$ cat config.mk
export PLATFORM = sky130hd
export DESIGN_NAME = fifo_top_v2
export DESIGN_NICKNAME = d
export VERILOG_FILES = /design/src/rtl/fifo_pkg.sv /design/src/rtl/fifo_mem.sv /design/src/rtl/fifo_top_v2.sv
export SDC_FILE = /design/constraint.sdc
export NUM_CORES = 1
export LEC_CHECK = 0
export CAP_MARGIN = 15
export CELL_PAD_IN_SITES_DETAIL_PLACEMENT = 1
export CELL_PAD_IN_SITES_GLOBAL_PLACEMENT = 1
export CORE_MARGIN = 2
export CORE_UTILIZATION = 50
export CTS_CLUSTER_DIAMETER = 60
export DETAILED_ROUTE_END_ITERATION = 7
export GPL_ROUTABILITY_DRIVEN = 0
export GPL_TIMING_DRIVEN = 0
export HOLD_SLACK_MARGIN = 0.03
export PLACE_DENSITY = 0.92
export SLEW_MARGIN = 20
export SYNTH_ARGS = -nofsm -noshare
export SYNTH_HDL_FRONTEND = slang
export SYNTH_SLANG_ARGS = --single-unit
$ cat constraint.sdc
create_clock -name clk_i -period 6.4 [get_ports clk_i]
set_input_delay 0.96 -clock clk_i [delete_from_list [all_inputs] [get_ports clk_i]]
set_output_delay 0.96 -clock clk_i [all_outputs]
set_load 0.005 [all_outputs]
$ cat src/rtl/fifo_pkg.sv
// Shared types and constants for the parametrised valid/ready FIFO.
package fifo_pkg;

  typedef logic [31:0] data_t;

  localparam int unsigned MinDepth = 2;
  localparam int unsigned MaxDepth = 1024;

  // Count must represent 0..depth inclusive, hence depth + 1 states.
  function automatic int unsigned calc_cw(int unsigned depth);
    return $clog2(depth + 1);
  endfunction

endpackage

$ cat src/rtl/fifo_mem.sv
// FIFO storage: DEPTH x data_t registers, one write port, one asynchronous read port, no reset.
module fifo_mem #(
  parameter int unsigned DEPTH = 4,
  parameter type data_t = fifo_pkg::data_t,
  localparam int unsigned AW = $clog2(DEPTH)
) (
  input  logic          clk_i,
  input  logic          we_i,
  input  logic [AW-1:0] waddr_i,
  input  data_t         wdata_i,
  input  logic [AW-1:0] raddr_i,
  output data_t         rdata_o
);

  data_t mem [DEPTH];

  always_ff @(posedge clk_i) begin
    if (we_i) begin
      mem[waddr_i] <= wdata_i;
    end
  end

  assign rdata_o = mem[raddr_i];

endmodule

$ cat src/rtl/fifo_top_v2.sv
// Single-clock valid/ready FIFO with arbitrary depth, occupancy count, runtime almost-full/empty
// thresholds, synchronous flush and a high-watermark monitor.
module fifo_top_v2
  import fifo_pkg::*;
#(
  parameter int unsigned DEPTH = 4,
  parameter type data_t = fifo_pkg::data_t,
  localparam int unsigned CW = calc_cw(DEPTH)
) (
  input  logic          clk_i,
  input  logic          arst_ni,
  input  data_t         data_i,
  input  logic          data_valid_i,
  output logic          data_ready_o,
  output data_t         data_o,
  output logic          data_valid_o,
  input  logic          data_ready_i,
  input  logic          flush_i,
  input  logic [CW-1:0] afull_thresh_i,
  input  logic [CW-1:0] aempty_thresh_i,
  output logic          isFull_o,
  output logic          isEmpty_o,
  output logic          isAlmostFull_o,
  output logic          isAlmostEmpty_o,
  output logic [CW-1:0] count_o,
  output logic [CW-1:0] watermark_o
);

  localparam int unsigned AW = $clog2(DEPTH);
  localparam logic [AW-1:0] LastIdx = AW'(DEPTH - 1);
  localparam logic [CW-1:0] DepthC = CW'(DEPTH);

  logic [AW-1:0] wr_ptr_q, wr_ptr_d, rd_ptr_q, rd_ptr_d;
  logic [CW-1:0] count_q, count_d, wm_q, wm_d;
  logic          full, empty, push, pop;

  // Explicit wrap so non-power-of-two depths index correctly.
  function automatic logic [AW-1:0] ptr_inc(logic [AW-1:0] p);
    return (p == LastIdx) ? '0 : p + 1'b1;
  endfunction

  assign full  = (count_q == DepthC);
  assign empty = (count_q == '0);
  assign push  = data_valid_i & ~full;
  assign pop   = data_ready_i & ~empty;

  always_comb begin
    wr_ptr_d = wr_ptr_q;
    rd_ptr_d = rd_ptr_q;
    count_d  = count_q;
    wm_d     = wm_q;
    if (flush_i) begin
      wr_ptr_d = '0;
      rd_ptr_d = '0;
      count_d  = '0;
      wm_d     = '0;
    end else begin
      if (push) wr_ptr_d = ptr_inc(wr_ptr_q);
      if (pop)  rd_ptr_d = ptr_inc(rd_ptr_q);
      count_d = count_q + CW'(push) - CW'(pop);
      if (count_d > wm_q) wm_d = count_d;
    end
  end

  always_ff @(posedge clk_i or negedge arst_ni) begin
    if (!arst_ni) begin
      wr_ptr_q <= '0;
      rd_ptr_q <= '0;
      count_q  <= '0;
      wm_q     <= '0;
    end else begin
      wr_ptr_q <= wr_ptr_d;
      rd_ptr_q <= rd_ptr_d;
      count_q  <= count_d;
      wm_q     <= wm_d;
    end
  end

  // A flushed push is dropped, so it must not disturb storage either.
  fifo_mem #(
    .DEPTH (DEPTH),
    .data_t(data_t)
  ) u_mem (
    .clk_i  (clk_i),
    .we_i   (push & ~flush_i),
    .waddr_i(wr_ptr_q),
    .wdata_i(data_i),
    .raddr_i(rd_ptr_q),
    .rdata_o(data_o)
  );

  assign data_ready_o    = ~full;
  assign data_valid_o    = ~empty;
  assign isFull_o        = full;
  assign isEmpty_o       = empty;
  assign isAlmostFull_o  = (count_q >= afull_thresh_i);
  assign isAlmostEmpty_o = (count_q <= aempty_thresh_i);
  assign count_o         = count_q;
  assign watermark_o     = wm_q;

  a_depth_range: assert property (@(posedge clk_i)
    (DEPTH >= MinDepth) && (DEPTH <= MaxDepth));
  a_no_push_full: assert property (@(posedge clk_i) disable iff (!arst_ni) !(push && full));
  a_no_pop_empty: assert property (@(posedge clk_i) disable iff (!arst_ni) !(pop && empty));
  a_count_max: assert property (@(posedge clk_i) disable iff (!arst_ni) count_q <= DepthC);

endmodule

==> results of run 1 <==
area by class of cell:
type / count / area (um^2) / area share [%]
clock buffer: 19 / 422 / 5.88
buffer: 10 / 86.3 / 1.20
multi-input combinational: 91 / 1240 / 17.4
clock inverter: 12 / 131 / 1.83
tap: 140 / 175 / 2.44
timing repair buffer: 90 / 941 / 13.1
sequential: 138 / 4090 / 57.1
inverter: 18 / 80.1 / 1.12
placed cells by master (no fill, tap or decap), types with 2 or more instances in the layout:
| cell | count |
|---|---|
| mux2_2 | 2 |
| buf_12 | 4 |
| dfrtp_1 | 10 |
| a21oi_2 | 2 |
| clkbuf_1 | 3 |
| and2_2 | 4 |
| o21ai_0 | 2 |
| a21o_1 | 3 |
| nor2_1 | 4 |
| nor2b_1 | 2 |
| inv_1 | 17 |
| clkbuf_16 | 16 |
| edfxtp_1 | 128 |
| mux4_2 | 32 |
| clkinv_2 | 3 |
| nand3_1 | 4 |
| ha_1 | 16 |
| nand2_1 | 2 |
| clkdlybuf4s50_1 | 86 |
| buf_6 | 6 |
| buf_2 | 3 |
| bufinv_16 | 3 |
| clkinv_1 | 5 |
per-layer routing:
layer	share of wire, %	GRT usage [%]	vias up
li1	-	-	1254
met5	0	0	-
met4	2.6	9.16	0
met2	54	38.2	112
met3	5.5	6.28	25
met1	38	26.6	1443
worst max path at each step:
stage	end	slack (ns)	from
3_3_place_gp	watermark_o[0]	2.37	data_ready_i
4_1_cts	watermark_o[0]	2.63	count_o[1]
6_report	watermark_o[0]	2.67	count_o[2]
3_5_place_dp	watermark_o[0]	2.16	data_ready_i
2_1_floorplan	watermark_o[0]	2.98	data_ready_i
5_1_grt	watermark_o[0]	2.42	count_o[1]
kinds of logic (layout without fill, tap and decap cells):
kind of cell / Yosys count / after routing / synth area share (%)
simple gates: 24 / 24 / 2.57
mux: 35 / 35 / 13.7
compound gates: 14 / 14 / 1.84
buf+inv: 28 / 149 / 3.03
xor+xnor: 1 / 1 / 0.432
fa+ha+maj: 17 / 17 / 4.00
flops: 138 / 138 / 74.4
through the flow:
| step | setup slack (ns) | utilization, % | hold slack, ns | instances | instance area (um^2) |
|---|---|---|---|---|---|
| finish | 2.67 | 66.5 | 0.613 | 518 | 7170 |
| global route | 2.42 | 66.5 | 0.648 | 518 | 7170 |
| CTS | 2.63 | 66.5 | 0.624 | 518 | 7170 |
| detailed placement | 2.16 | 61.3 | 0.578 | 487 | 6620 |
| global placement | 2.37 | 60.6 | 0.569 | 483 | 6540 |
| floorplan | 2.98 | - | 0.552 | 257 | 5500 |
flip-flops by register name, indices dropped and copies added (netlist names):
signal	flops
count_o	3
u_mem.mem	128
rd_ptr_q	2
wr_ptr_q	2
watermark_o	3
worst register-to-register path, cell delays in order, from the launching register on:
cell	delay, ns
dfrtp_1	0.47
o31ai_1	0.58
inv_1	0.10
ha_1	0.31
inv_1	0.06
ha_1	0.13
inv_1	0.05
fa_1	0.37
xor3_1	0.25
ha_1	0.34
and3b_1	0.21
o21ai_0	0.37
mux2_2	0.39
power groups by stage:
stage | clock, mW | sequential (mW) | combinational [mW]
after floorplan | 0 | 1.09 | 0.382
after CTS | 0.930 | 1.08 | 0.718
after detailed placement | 0 | 1.10 | 0.707
final | 0.917 | 1.08 | 0.706
after global routing | 0.961 | 1.09 | 0.770
after global placement | 0 | 1.09 | 0.664
==> results by group, run 1 <==
Setup path
  – Worst Path Max Fanout: 7
  – Crit-path slowest cell: o31ai_1
  – Worst Path Arrival: 4.14 ns
  – Crit path buffers/inverters: 3
  – WP depth: 12
  – End of the worst register-to-register path: watermark_o[0]
  – Crit path capture type: register
  – CP top delay family: adder cells
  – R2R cell count: 12
  – Worst setup SP type: register
  – Crit path largest cell delay: 0.58 ns
  – Cell Chain, Critical Path: o31ai_1, inv_1, ha_1, inv_1, ha_1, inv_1, fa_1, xor3_1, ha_1, and3b_1, o21ai_0, mux2_2
  – R2R Path Start: count_o[2]
  – WP data required: 6.80 ns
  – WS Path Type: register to register
  – Reg-to-reg setup timing slack: 2.67 ns

Route
  – DR pass1 iterations: 4
  – # DRC: 0
  – Final ANT Viol Nets: 0
  – Average wire per standard cell: 23.3 um
  – Via Count: 2834
  – Post-Route WL: 12100 um
  – Vias per inst: 5.47
  – 1st-iter DRT viols: 237

Cells and area
  – Final #Nets: 426
  – Filler cell count: 882
  – Share of post-route cells with drive strength above 1: 21.4%
  – Area growth, synth to finish: 30.4%
  – # diodes: 0

Timing
  – Fmax: 0.268 GHz
  – Post-route clock period utilization: 58.3%
  – RSZ-0062 raised after global routing: false
  – Endpoints failing setup: 0
  – Worst slew margin: 59.6%
  – Period minus WS final: 3.73 ns
  – Setup Skew: 0.0128 ns
  – Worst-Margin Slew: 0.601 ns
  – Final hold vios: 0
  – Fin. max-slew vios: 0
  – Setup_tns: 0 ns

Power and ir drop
  – Worst vdd ir: 211 uV
  – Clock Power Share: 33.9%
  – P_int: 2.04 mW
  – Psw: 0.666 mW
  – Leak: 2.50 nW
  – Logic pwr share: 26.1%
  – Fraction of power spent switching nets: 24.7%
  – Sequential power share: 39.9%
  – Power Total: 2.70 mW
  – Total power per unit cell area: 377 nW/um^2

CTS
  – Postcts setup bufs: 0
  – Worst skew pair latency: 0.51 ns
  – Clk sinks: 138
  – Root buffer selected by CTS: clkbuf_8
  – CTS Buf Count: 17
  – CTS tree: built
  – CTS Buffer Depth: 2
  – Clock transition at path regs: 0.06 ns
  – Resize count post-CTS: 0
  – H-tree depth: 4
  – Hold_buf cts: 0

Yosys
  – Most frequent cells after synthesis: edfxtp_1, mux4_2, inv_1
  – Distinct cells, synth: 35
  – Register area share after synthesis: 74.4%
  – Yosys top cell area share: 69.9%
  – Yosys warning count: 0
  – Top_reg_cell synth: edfxtp_1
  – Count leader, synth: edfxtp_1
  – FFs w/ async S/R, synth: 7.25%
  – Post-synth EDFFs: 128
  – Syn nets: 317
  – Post-synth top area cell: edfxtp_1
  – Flops & latches, synth: 138
  – Post-Synthesis Cells: 257
  – Mapped Area: 5500 um^2
  – Post-synthesis area per instance: 21.4 um^2
  – Synth area leaders: edfxtp_1, mux4_2, dfrtp_1, ha_1, buf_6

Floorplanning
  – I/O Pins: 87
  – Site Rows: 38
  – Area of the die: 11900 um^2
  – Starting density of the core: 51.0%
  – Die H: 109 um
  – Core area: 10800 um^2
  – Die outline width: 109 um

Worst hold path
  – Hold_sp: wr_ptr_q[1]
  – Worst hold stages: 2
  – Hold WC Path Type: register to register
  – Hold-critical path endpoint: wr_ptr_q[1]

Global routing
  – GRT Overall Usage: 22.3%
  – Remaining global-route overflow: 0
  – First-pass GRT wire length: 18600 um
  – Largest net degree at the start of global routing: 28
  – Initial antenna violation count: 0
  – Number of global-route vias before repair: 3203

Placed design
  – DPL Wire Length: 7870 um
  – Number of I/O port buffers: 86

Run
  – Max Cap Viol: 0

Run status
  – Status: finished clean
(Power assumes the default switching activity.)
==> run 2: changes to the inputs <==
--- a/config.mk
+++ b/config.mk
@@ -9,13 +9,13 @@
 export CELL_PAD_IN_SITES_DETAIL_PLACEMENT = 1
 export CELL_PAD_IN_SITES_GLOBAL_PLACEMENT = 1
 export CORE_MARGIN = 2
-export CORE_UTILIZATION = 50
+export CORE_UTILIZATION = 46
 export CTS_CLUSTER_DIAMETER = 60
 export DETAILED_ROUTE_END_ITERATION = 7
 export GPL_ROUTABILITY_DRIVEN = 0
 export GPL_TIMING_DRIVEN = 0
 export HOLD_SLACK_MARGIN = 0.03
-export PLACE_DENSITY = 0.92
+export PLACE_DENSITY = 0.86
 export SLEW_MARGIN = 20
 export SYNTH_ARGS = -nofsm -noshare
 export SYNTH_HDL_FRONTEND = slang
==> constraint.sdc (replaced) <==
create_clock -name clk_i -period 3.45 [get_ports clk_i]
set_input_delay 0.5175 -clock clk_i [delete_from_list [all_inputs] [get_ports clk_i]]
set_output_delay 0.5175 -clock clk_i [all_outputs]
set_load 0.005 [all_outputs]
==> run 2 against run 1 <==
Against the previous run: clock skew is 0.0015 ns lower; final cell count up 3.1%; utilization down 2.6 points; power up 98%; sequential power up 84%; die area increased by 8.4%; register-to-register slack got worse by 2.5 ns; non-clock buffer count rose by 12; cell area is 2.9% higher.
==> results by group, run 2 (synthesized netlist as in run 1, its figures left out) <==
Route
  – Final ANT Viol Nets: 0 (unchanged)
  – Average wire per standard cell: 21.7 um (-7.2%)
  – DR pass1 iterations: 4 (unchanged)
  – 1st-iter DRT viols: 300 (+27%)
  – # DRC: 0 (unchanged)
  – Post-Route WL: 11600 um (-4.3%)
  – Vias per inst: 5.43 (-0.70%)
  – Via Count: 2901 (+2.4%)

Cells and area
  – Most frequent cells in the layout: edfxtp_1, clkdlybuf4s50_1, mux4_2
  – Max reg flops: 128 (unchanged)
  – Final #Nets: 438 (+2.8%)
  – Share of post-route cells with drive strength above 1: 28.9% (+7.5 points)
  – Area growth, synth to finish: 34.3%
  – Commonest non-fill, non-tap cell in the layout: edfxtp_1
  – Top reg by flops: u_mem.mem
  – Final core area utilization: 63.9% (-2.6 points)
  – # diodes: 0 (unchanged)

Timing
  – Fmax: 0.302 GHz (+13%)
  – RSZ-0062 raised after global routing: false
  – Post-route clock period utilization: 95.8% (+37 points)
  – Period minus WS final: 3.31 ns (-0.427 ns)
  – Setup Skew: 0.0114 ns (-0.00146 ns)
  – Worst slew margin: 67.6% (+8.0 points)
  – Fin. max-slew vios: 0 (unchanged)
  – Worst-Margin Slew: 0.485 ns (-0.116 ns)
  – Hold WS: 0.432 ns (-0.180 ns)
  – Final hold vios: 0 (unchanged)
  – Endpoints failing setup: 0 (unchanged)

Global routing
  – Remaining global-route overflow: 0 (unchanged)
  – Largest net degree at the start of global routing: 25 (-11%)
  – GRT Overall Usage: 19.0% (-3.4 points)
  – Number of global-route vias before repair: 3253 (+1.6%)
  – First-pass GRT wire length: 17800 um (-4.1%)
  – Top Usage Layer GRT: met2
  – Initial antenna violation count: 0 (unchanged)
  – M2 GR Usage: 31.7% (-6.5 points)
  – Met3 usage: 6.11% (-0.17 points)
  – Met1 GRT Util: 23.6% (-3.0 points)

CTS
  – CTS Buffer Depth: 2 (unchanged)
  – Worst skew pair latency: 0.41 ns (-0.10 ns)
  – Hold_buf cts: 0 (unchanged)
  – CTS Buf Count: 17 (unchanged)
  – Clk sinks: 138 (unchanged)
  – H-tree depth: 4 (unchanged)
  – Root buffer selected by CTS: clkbuf_16
  – CTS tree: built
  – Clock transition at path regs: 0.06 ns (about the same)

Run
  – Max Cap Viol: 0 (unchanged)

Run status
  – Status: finished clean

Worst hold path
  – Hold WC Path Type: input port to async pin

Setup path
  – Crit path largest cell delay: 0.48 ns (-0.10 ns)
  – Worst setup SP type: register
  – Crit path capture type: register
  – Crit path buffers/inverters: 2 (-1)
  – Cell Chain, Critical Path: or3b_4, nand2_1, ha_1, inv_1, ha_1, inv_1, fa_2, xor3_2, ha_4, and3b_2, or4_4, o311ai_2
  – CP top delay family: simple AND/OR/NAND/NOR gates
  – WP data required: 3.76 ns (-3.04 ns)
  – Worst Path Arrival: 3.62 ns (-0.52 ns)
  – Crit-path slowest cell: or4_4
  – Worst Path Max Fanout: 4 (-3)
  – WS Path Type: register to register

Floorplanning
  – Die H: 113 um (+4.1%)
  – Area of the die: 12800 um^2 (+8.4%)
  – Starting density of the core: 47.6% (-3.4 points)
  – Die outline width: 113 um (+4.1%)
  – Site Rows: 39 (+2.6%)
  – I/O Pins: 87 (unchanged)
  – Core area: 11600 um^2 (+7.2%)

Power and ir drop
  – Worst vdd ir: 371 uV (+76%)
  – Leak: 2.59 nW (+3.4%)
  – Total power per unit cell area: 724 nW/um^2 (+92%)

Placed design
  – Number of I/O port buffers: 86 (unchanged)
  – DPL Wire Length: 7370 um (-6.3%)
run 2: changes by cell type in the layout (fill, tap and decap cells not counted), sizes merged:
cell      delta
clkinvlp     +4
clkbuf       -2
inv          +5
buf         +12
clkinv       -6
run 2: area by class of cell:
| type | instances | area [um^2] |
|---|---|---|
| clock inverters | 15 | 189 |
| repair buffers | 103 | 1040 |
| clock buffers | 17 | 425 |
| multi-input cells | 91 | 1300 |
| inverters | 18 | 80.1 |
| fillers | 984 | 4180 |
| well taps | 143 | 179 |
| plain buffers | 9 | 75.1 |
| flip-flops and latches | 138 | 4100 |
run 2: repair_timing:
action,CTS,global route
buffers inserted,0,13
pin swaps,0,5
resized for setup,5,12
endpoints found under the setup margin,3,3
run 2: report_power, final:
| group | internal [mW] | switching [mW] |
|---|---|---|
| sequential | 1.94 | 0.0480 |
| combinational | 0.877 | 0.615 |
| clock | 1.15 | 0.715 |
run 2: path summary, 6_finish.rpt:
check | start | to | slack, ns | depth (start not counted)
setup / recovery | count_o[1] | watermark_o[2] | 0.14 | 12
hold / removal | arst_ni | watermark_o[1] | 0.43 | 1
setup reg to reg | count_o[1] | watermark_o[2] | 0.14 | 12
max in group asynchronous | arst_ni | count_o[1] | 2.66 | 1
min in group clk_i | wr_ptr_q[1] | wr_ptr_q[1] | 0.60 | 2
hold reg to reg | wr_ptr_q[1] | wr_ptr_q[1] | 0.60 | 2
run 2: layer usage:
| layer | up-vias | wire (um) | share of wire, % |
|---|---|---|---|
| met5 | - | 0 | 0 |
| met4 | 0 | 144 | 1.2 |
| met3 | 15 | 532 | 4.6 |
| met2 | 91 | 6070 | 52 |
| met1 | 1518 | 4830 | 42 |
| li1 | 1277 | - | - |
run 2: through the flow:
step | TNS [ns] | total power, mW | cell area (um^2) | std cells | setup slack, ns
floorplan | 0 | 2.72 | 5500 | 257 | 0.210
finish | 0 | 5.35 | 7390 | 534 | 0.144
global route | 0 | 5.58 | 7390 | 534 | 0.0145
CTS | 0 | 5.24 | 7250 | 522 | 0.0301
global placement | -0.322 | 3.27 | 6540 | 486 | -0.154
detailed placement | -0.621 | 3.33 | 6630 | 490 | -0.275
==> run 3: changes to the inputs <==
--- a/config.mk
+++ b/config.mk
@@ -9,13 +9,14 @@
 export CELL_PAD_IN_SITES_DETAIL_PLACEMENT = 1
 export CELL_PAD_IN_SITES_GLOBAL_PLACEMENT = 1
 export CORE_MARGIN = 2
-export CORE_UTILIZATION = 46
+export CORE_UTILIZATION = 54
 export CTS_CLUSTER_DIAMETER = 60
 export DETAILED_ROUTE_END_ITERATION = 7
+export DONT_BUFFER_PORTS = 1
 export GPL_ROUTABILITY_DRIVEN = 0
 export GPL_TIMING_DRIVEN = 0
 export HOLD_SLACK_MARGIN = 0.03
-export PLACE_DENSITY = 0.86
+export PLACE_DENSITY = 0.85
 export SLEW_MARGIN = 20
 export SYNTH_ARGS = -nofsm -noshare
 export SYNTH_HDL_FRONTEND = slang
==> run 3 against run 2 <==
Against the previous run: sequential power about the same; register-to-register slack lost 0.10 ns; flip-flop and latch count stayed put; largest power group unchanged; clock skew is 0.0016 ns lower; clock-buffer cell count unchanged; worst setup slack worse by 0.10 ns.
==> results by group, run 3 (synthesized netlist as in run 1, its figures left out) <==
Setup path
  – Crit path buffers/inverters: 3 (+1)
  – R2R Path Start: count_o[1]
  – Worst setup SP type: register
  – CP top delay family: simple AND/OR/NAND/NOR gates
  – Reg-to-reg setup timing slack: 0.04 ns (-0.10 ns)
  – WS Path Type: register to register
  – Cell Chain, Critical Path: or3b_1, buf_6, nand2_4, ha_4, inv_2, ha_4, inv_2, fa_2, xor3_2, ha_4, and3b_2, or4_4, o311ai_4
  – Crit path capture type: register
  – Crit path largest cell delay: 0.55 ns (+0.07 ns)
  – Crit-path slowest cell: or4_4
  – CP most frequent cell: ha_4
  – Worst Path Arrival: 3.83 ns (+0.21 ns)
  – Crit path from: count_o[1]
  – WP data required: 3.88 ns (+0.12 ns)
  – Worst Path Max Fanout: 8 (+4)

Timing
  – Setup Skew: 0.00980 ns (-0.00158 ns)
  – Setup_tns: 0 ns (unchanged)
  – Endpoints failing setup: 0 (unchanged)
  – Fin. max-slew vios: 0 (unchanged)
  – Final hold vios: 0 (unchanged)
  – Hold WS: 0.0898 ns (-0.342 ns)
  – Worst-Margin Slew: 0.491 ns (+0.00633 ns)
  – Period minus WS final: 3.41 ns (+0.0995 ns)
  – Worst slew margin: 67.1% (-0.43 points)
  – Fmax: 0.294 GHz (-2.9%)
  – Post-route clock period utilization: 98.7% (+2.9 points)

CTS
  – H-tree depth: 4 (unchanged)
  – CTS Buffer Depth: 2 (unchanged)
  – Clock transition at path regs: 0.06 ns (about the same)
  – Worst skew pair latency: 0.52 ns (+0.11 ns)
  – CTS tree: built
  – CTS Buf Count: 17 (unchanged)
  – Root buffer selected by CTS: clkbuf_8
  – Clk sinks: 138 (unchanged)

Placed design
  – DPL Wire Length: 6940 um (-5.9%)
  – Number of I/O port buffers: 0 (-100%)

Route
  – Vias per inst: 5.80 (+6.8%)
  – Final ANT Viol Nets: 0 (unchanged)
  – Via Count: 2483 (-14%)
  – Average wire per standard cell: 25.4 um (+17%)
  – 1st-iter DRT viols: 179 (-40%)
  – Post-Route WL: 10900 um (-6.0%)
  – DR pass1 iterations: 5 (+1)
  – # DRC: 0 (unchanged)

Power and ir drop
  – Psw: 1.27 mW (-7.9%)
  – Sequential power share: 41.6% (+4.4 points)
  – Logic pwr share: 21.7% (-6.2 points)
  – Clock Power Share: 36.7% (+1.8 points)
  – Total power per unit cell area: 749 nW/um^2 (+3.4%)
  – P_int: 3.57 mW (-10%)
  – Fraction of power spent switching nets: 26.2% (+0.46 points)
  – Power Total: 4.84 mW (-9.5%)
  – Leak: 2.21 nW (-14%)
  – Worst vdd ir: 427 uV (+15%)

Cells and area
  – Share of post-route cells with drive strength above 1: 35.9% (+7.0 points)
  – Final #Nets: 342 (-22%)
  – Commonest non-fill, non-tap cell in the layout: edfxtp_1
  – Most frequent cells in the layout: edfxtp_1, mux4_2, clkbuf_16
  – Max reg flops: 128 (unchanged)
  – # diodes: 0 (unchanged)
  – Top reg by flops: u_mem.mem
  – Area growth, synth to finish: 17.5%

Floorplanning
  – Starting density of the core: 56.0% (+8.5 points)
  – Area of the die: 11000 um^2 (-14%)
  – Site Rows: 36 (-7.7%)
  – Die H: 105 um (-7.4%)
  – Die outline width: 105 um (-7.4%)
  – Core area: 9820 um^2 (-15%)
  – I/O Pins: 87 (unchanged)

Global routing
  – GRT Overall Usage: 21.5% (+2.5 points)
  – Initial antenna violation count: 0 (unchanged)
  – First-pass GRT wire length: 16700 um (-6.1%)
  – Largest net degree at the start of global routing: 26 (+4.0%)
  – Number of global-route vias before repair: 2759 (-15%)
  – Remaining global-route overflow: 0 (unchanged)

Run
  – Max Cap Viol: 0 (unchanged)

Run status
  – Status: finished clean

Worst hold path
  – Hold WC Path Type: input port to register
  – Hold_sp: data_i[9]
[run 3: area by class of cell]
type | count | area (um^2)
clock inverters | 15 | 174
flip-flops and latches | 138 | 4100
clock buffers | 17 | 414
repair buffers | 6 | 97.6
inverters | 18 | 80.1
plain buffers | 10 | 86.3
fillers | 817 | 3360
well taps | 133 | 166
multi-input cells | 91 | 1350
[run 3: repair_timing]
item                       in CTS  in global routing
resized for setup               2                 21
setup buffers                   0                  1
cloned                          0                  0
hold buffers                    1                  0
hold endpoints to repair       10                  0
setup endpoints to repair       3                  3
pin swaps                       0                  5
[run 3: power by group through the flow]
stage | registers, mW | clock network (mW) | logic [mW]
4_1_cts | 2.01 | 1.81 | 0.913
5_1_grt | 2.03 | 1.87 | 1.16
2_1_floorplan | 2.02 | 0 | 0.709
3_5_place_dp | 2.04 | 0 | 0.897
3_3_place_gp | 2.03 | 0 | 0.853
6_report | 2.01 | 1.78 | 1.05
[run 3: metrics by stage]
stage | util [%] | cell area, um^2 | setup WS [ns] | cells
after floorplan | - | 5500 | 0.210 | 257
after CTS | 64.7 | 6350 | 0.0262 | 427
after global placement | 57.7 | 5670 | -0.102 | 390
final | 65.8 | 6460 | 0.0440 | 428
after detailed placement | 58.6 | 5750 | -0.163 | 394
after global routing | 65.8 | 6460 | -0.0648 | 428
[run 3: path summary, 6_finish.rpt]
path | to | cells after the start
min in group asynchronous | watermark_o[1] | 1
max in group asynchronous | count_o[2] | 1
setup reg to reg | watermark_o[2] | 13
setup / recovery | watermark_o[2] | 13
hold / removal | u_mem.mem[3][9] | 0
hold reg to reg | wr_ptr_q[1] | 2
[run 3: metal layers]
| metal | up-vias | global-route usage [%] | part of all wire, % |
|---|---|---|---|
| met3 | 10 | 7.80 | 6.0 |
| met4 | 0 | 8.00 | 1.1 |
| met2 | 68 | 35.2 | 55 |
| li1 | 1089 | - | - |
| met5 | - | 0 | 0 |
| met1 | 1316 | 26.5 | 38 |
==> variant, RTL diff (config.mk and constraints of run 2) <==
`DEPTH` is set to 4 in 2 places; all go to 8.
--- a/src/rtl/fifo_mem.sv
+++ b/src/rtl/fifo_mem.sv
@@ -1,6 +1,6 @@
 // FIFO storage: DEPTH x data_t registers, one write port, one asynchronous read port, no reset.
 module fifo_mem #(
-  parameter int unsigned DEPTH = 4,
+  parameter int unsigned DEPTH = 8,
   parameter type data_t = fifo_pkg::data_t,
   localparam int unsigned AW = $clog2(DEPTH)
 ) (
--- a/src/rtl/fifo_top_v2.sv
+++ b/src/rtl/fifo_top_v2.sv
@@ -3,7 +3,7 @@
 module fifo_top_v2
   import fifo_pkg::*;
 #(
-  parameter int unsigned DEPTH = 4,
+  parameter int unsigned DEPTH = 8,
   parameter type data_t = fifo_pkg::data_t,
   localparam int unsigned CW = calc_cw(DEPTH)
 ) (
Interface: changed (resized aempty_thresh_i, afull_thresh_i, count_o and watermark_o); port bits go from 87 to 91. No check against the original RTL was run, so the function may have changed too.
==> variant against run 2 <==
Non-clock buffer count up 20; fmax fell by 4.0%; clock skew up 0.0079 ns; die area is 92% higher; worst setup slack got worse by 0.14 ns; critical endpoint is now watermark_o[0]$_DFFE_PN0P_; sequential cell count is 132 higher; worst hold slack lost 0.029 ns; final area is 82% higher; area after synthesis rose by 96%; sequential share of layout area rose by 4.2 points; power increased by 76%; clock power grew 54%; largest cell class unchanged; largest power group unchanged; wire length rose by 110%.
==> variant: results (changes against run 2) <==
Final nets: 707 (+61%)
Worst VDD drop: 0.585 mV (+58%)
post-synthesis sequential area ratio: 0.747 (+0.00301)
CTS Buf Count: 29 (+12)
share of layout cells above drive strength 1: 0.309 (+0.0204)
worst reg2reg path depth: 14 (+2)
DRT iter0 DRCs: 370 (+23%)
Largest register FFs: 256 (+100%)
port bufs: 90 (+4.7%)
largest net degree at the start of global routing: 21 (-16%)
Met1 Wirelength: 9600 um (+99%)
dpl hpwl: 15600 um (+110%)
H-tree depth: 1 (-3)
first-pass GRT wire length: 37200 um (+110%)
Pleak: 4.44 nW (+72%)
met3 WL: 1710 um (+220%)
final setup skew: 0.0193 ns (+0.00791 ns)
final core utilization: 0.591 (-0.0479)
top post-synthesis cells by count: edfxtp_1 (256), mux4_2 (60), mux2_2 (35)
status: finished clean
library cells used by synthesis: 36 (+2.9%)
final WL: 24600 um (+110%)
vias in the first global route: 6115 (+88%)
fill cell count: 1932 (+96%)
Skew-Pair Late Insertion Delay: 0.53 ns (+0.12 ns)
vias per inst: 5.47 (+0.61%)
crit path DAT: 3.86 ns (+0.24 ns)
wire length on met2: 12900 um (+110%)
crit-path leading delay family: adder cells
[variant: cell types whose count changed after synthesis, sizes merged, moves of 3 or more]
cell,change
clkbuf,+5
mux4,+32
a21oi,+5
mux2,+33
dfrtp,+4
nor2b,+3
nor2,+7
edfxtp,+128
inv,+3
buf,+6
ha,+6
nand2,+8
and2,-5
o21ai,-3
[variant: where the power goes]
| group | switching, mW | internal (mW) | total, mW |
|---|---|---|---|
| logic | 1.17 | 1.55 | 2.72 |
| clock network | 1.19 | 1.68 | 2.87 |
| registers | 0.0759 | 3.72 | 3.80 |
[variant: cell type report]
class | instances | share of cell area
Clock buffer | 35 | 0.0556
Tap cell | 313 | 0.0291
Timing Repair Buffer | 112 | 0.0898
Multi-Input combinational cell | 186 | 0.203
Clock inverter | 13 | 0.00911
Buffer | 20 | 0.0104
Inverter | 20 | 0.00576
Antenna cell | 1 | 0.000186
Sequential cell | 270 | 0.597
[variant: logic make-up after synthesis]
group | synth area share
fa+ha+maj | 0.0275
compound gates | 0.0115
buf+inv | 0.0192
flops | 0.747
mux | 0.172
xor+xnor | 0.00163
simple gates | 0.0208
[variant: worst paths after layout]
kind                                                   end  slack, ns
min in group clk_i                 wr_ptr_q[0]$_DFFE_PN0P_       0.60
worst max-delay path            watermark_o[0]$_DFFE_PN0P_      0.006
worst max register to register  watermark_o[0]$_DFFE_PN0P_      0.006
max in group asynchronous             count_o[1]$_DFF_PN0_       2.59
worst min-delay path            watermark_o[1]$_DFFE_PN0P_       0.40
worst min register to register     wr_ptr_q[0]$_DFFE_PN0P_       0.60
[variant: layer usage]
metal | GRT usage | vias to the layer above
li1 | - | 2326
met1 | 0.255 | 2765
met2 | 0.368 | 177
met3 | 0.0482 | 34
met4 | 0.0542 | 0
met5 | 0 | -
[variant: repair_timing]
action | CTS | global route
hold endpoints to repair | 0 | 0
gates resized for setup | 16 | 20
setup endpoints to repair | 16 | 4
setup buffers | 6 | 6
pin swaps | 6 | 13
[variant: stage by stage]
stage | std cells | worst slack (ns) | hold WS [ns]
after floorplan | 497 | 0.0119 | 0.222
after global placement | 900 | -1.44 | 0.562
after detailed placement | 910 | -0.337 | 0.581
after CTS | 963 | 0.0141 | 0.397
after global routing | 969 | -0.0842 | 0.430
final | 970 | 0.00566 | 0.403
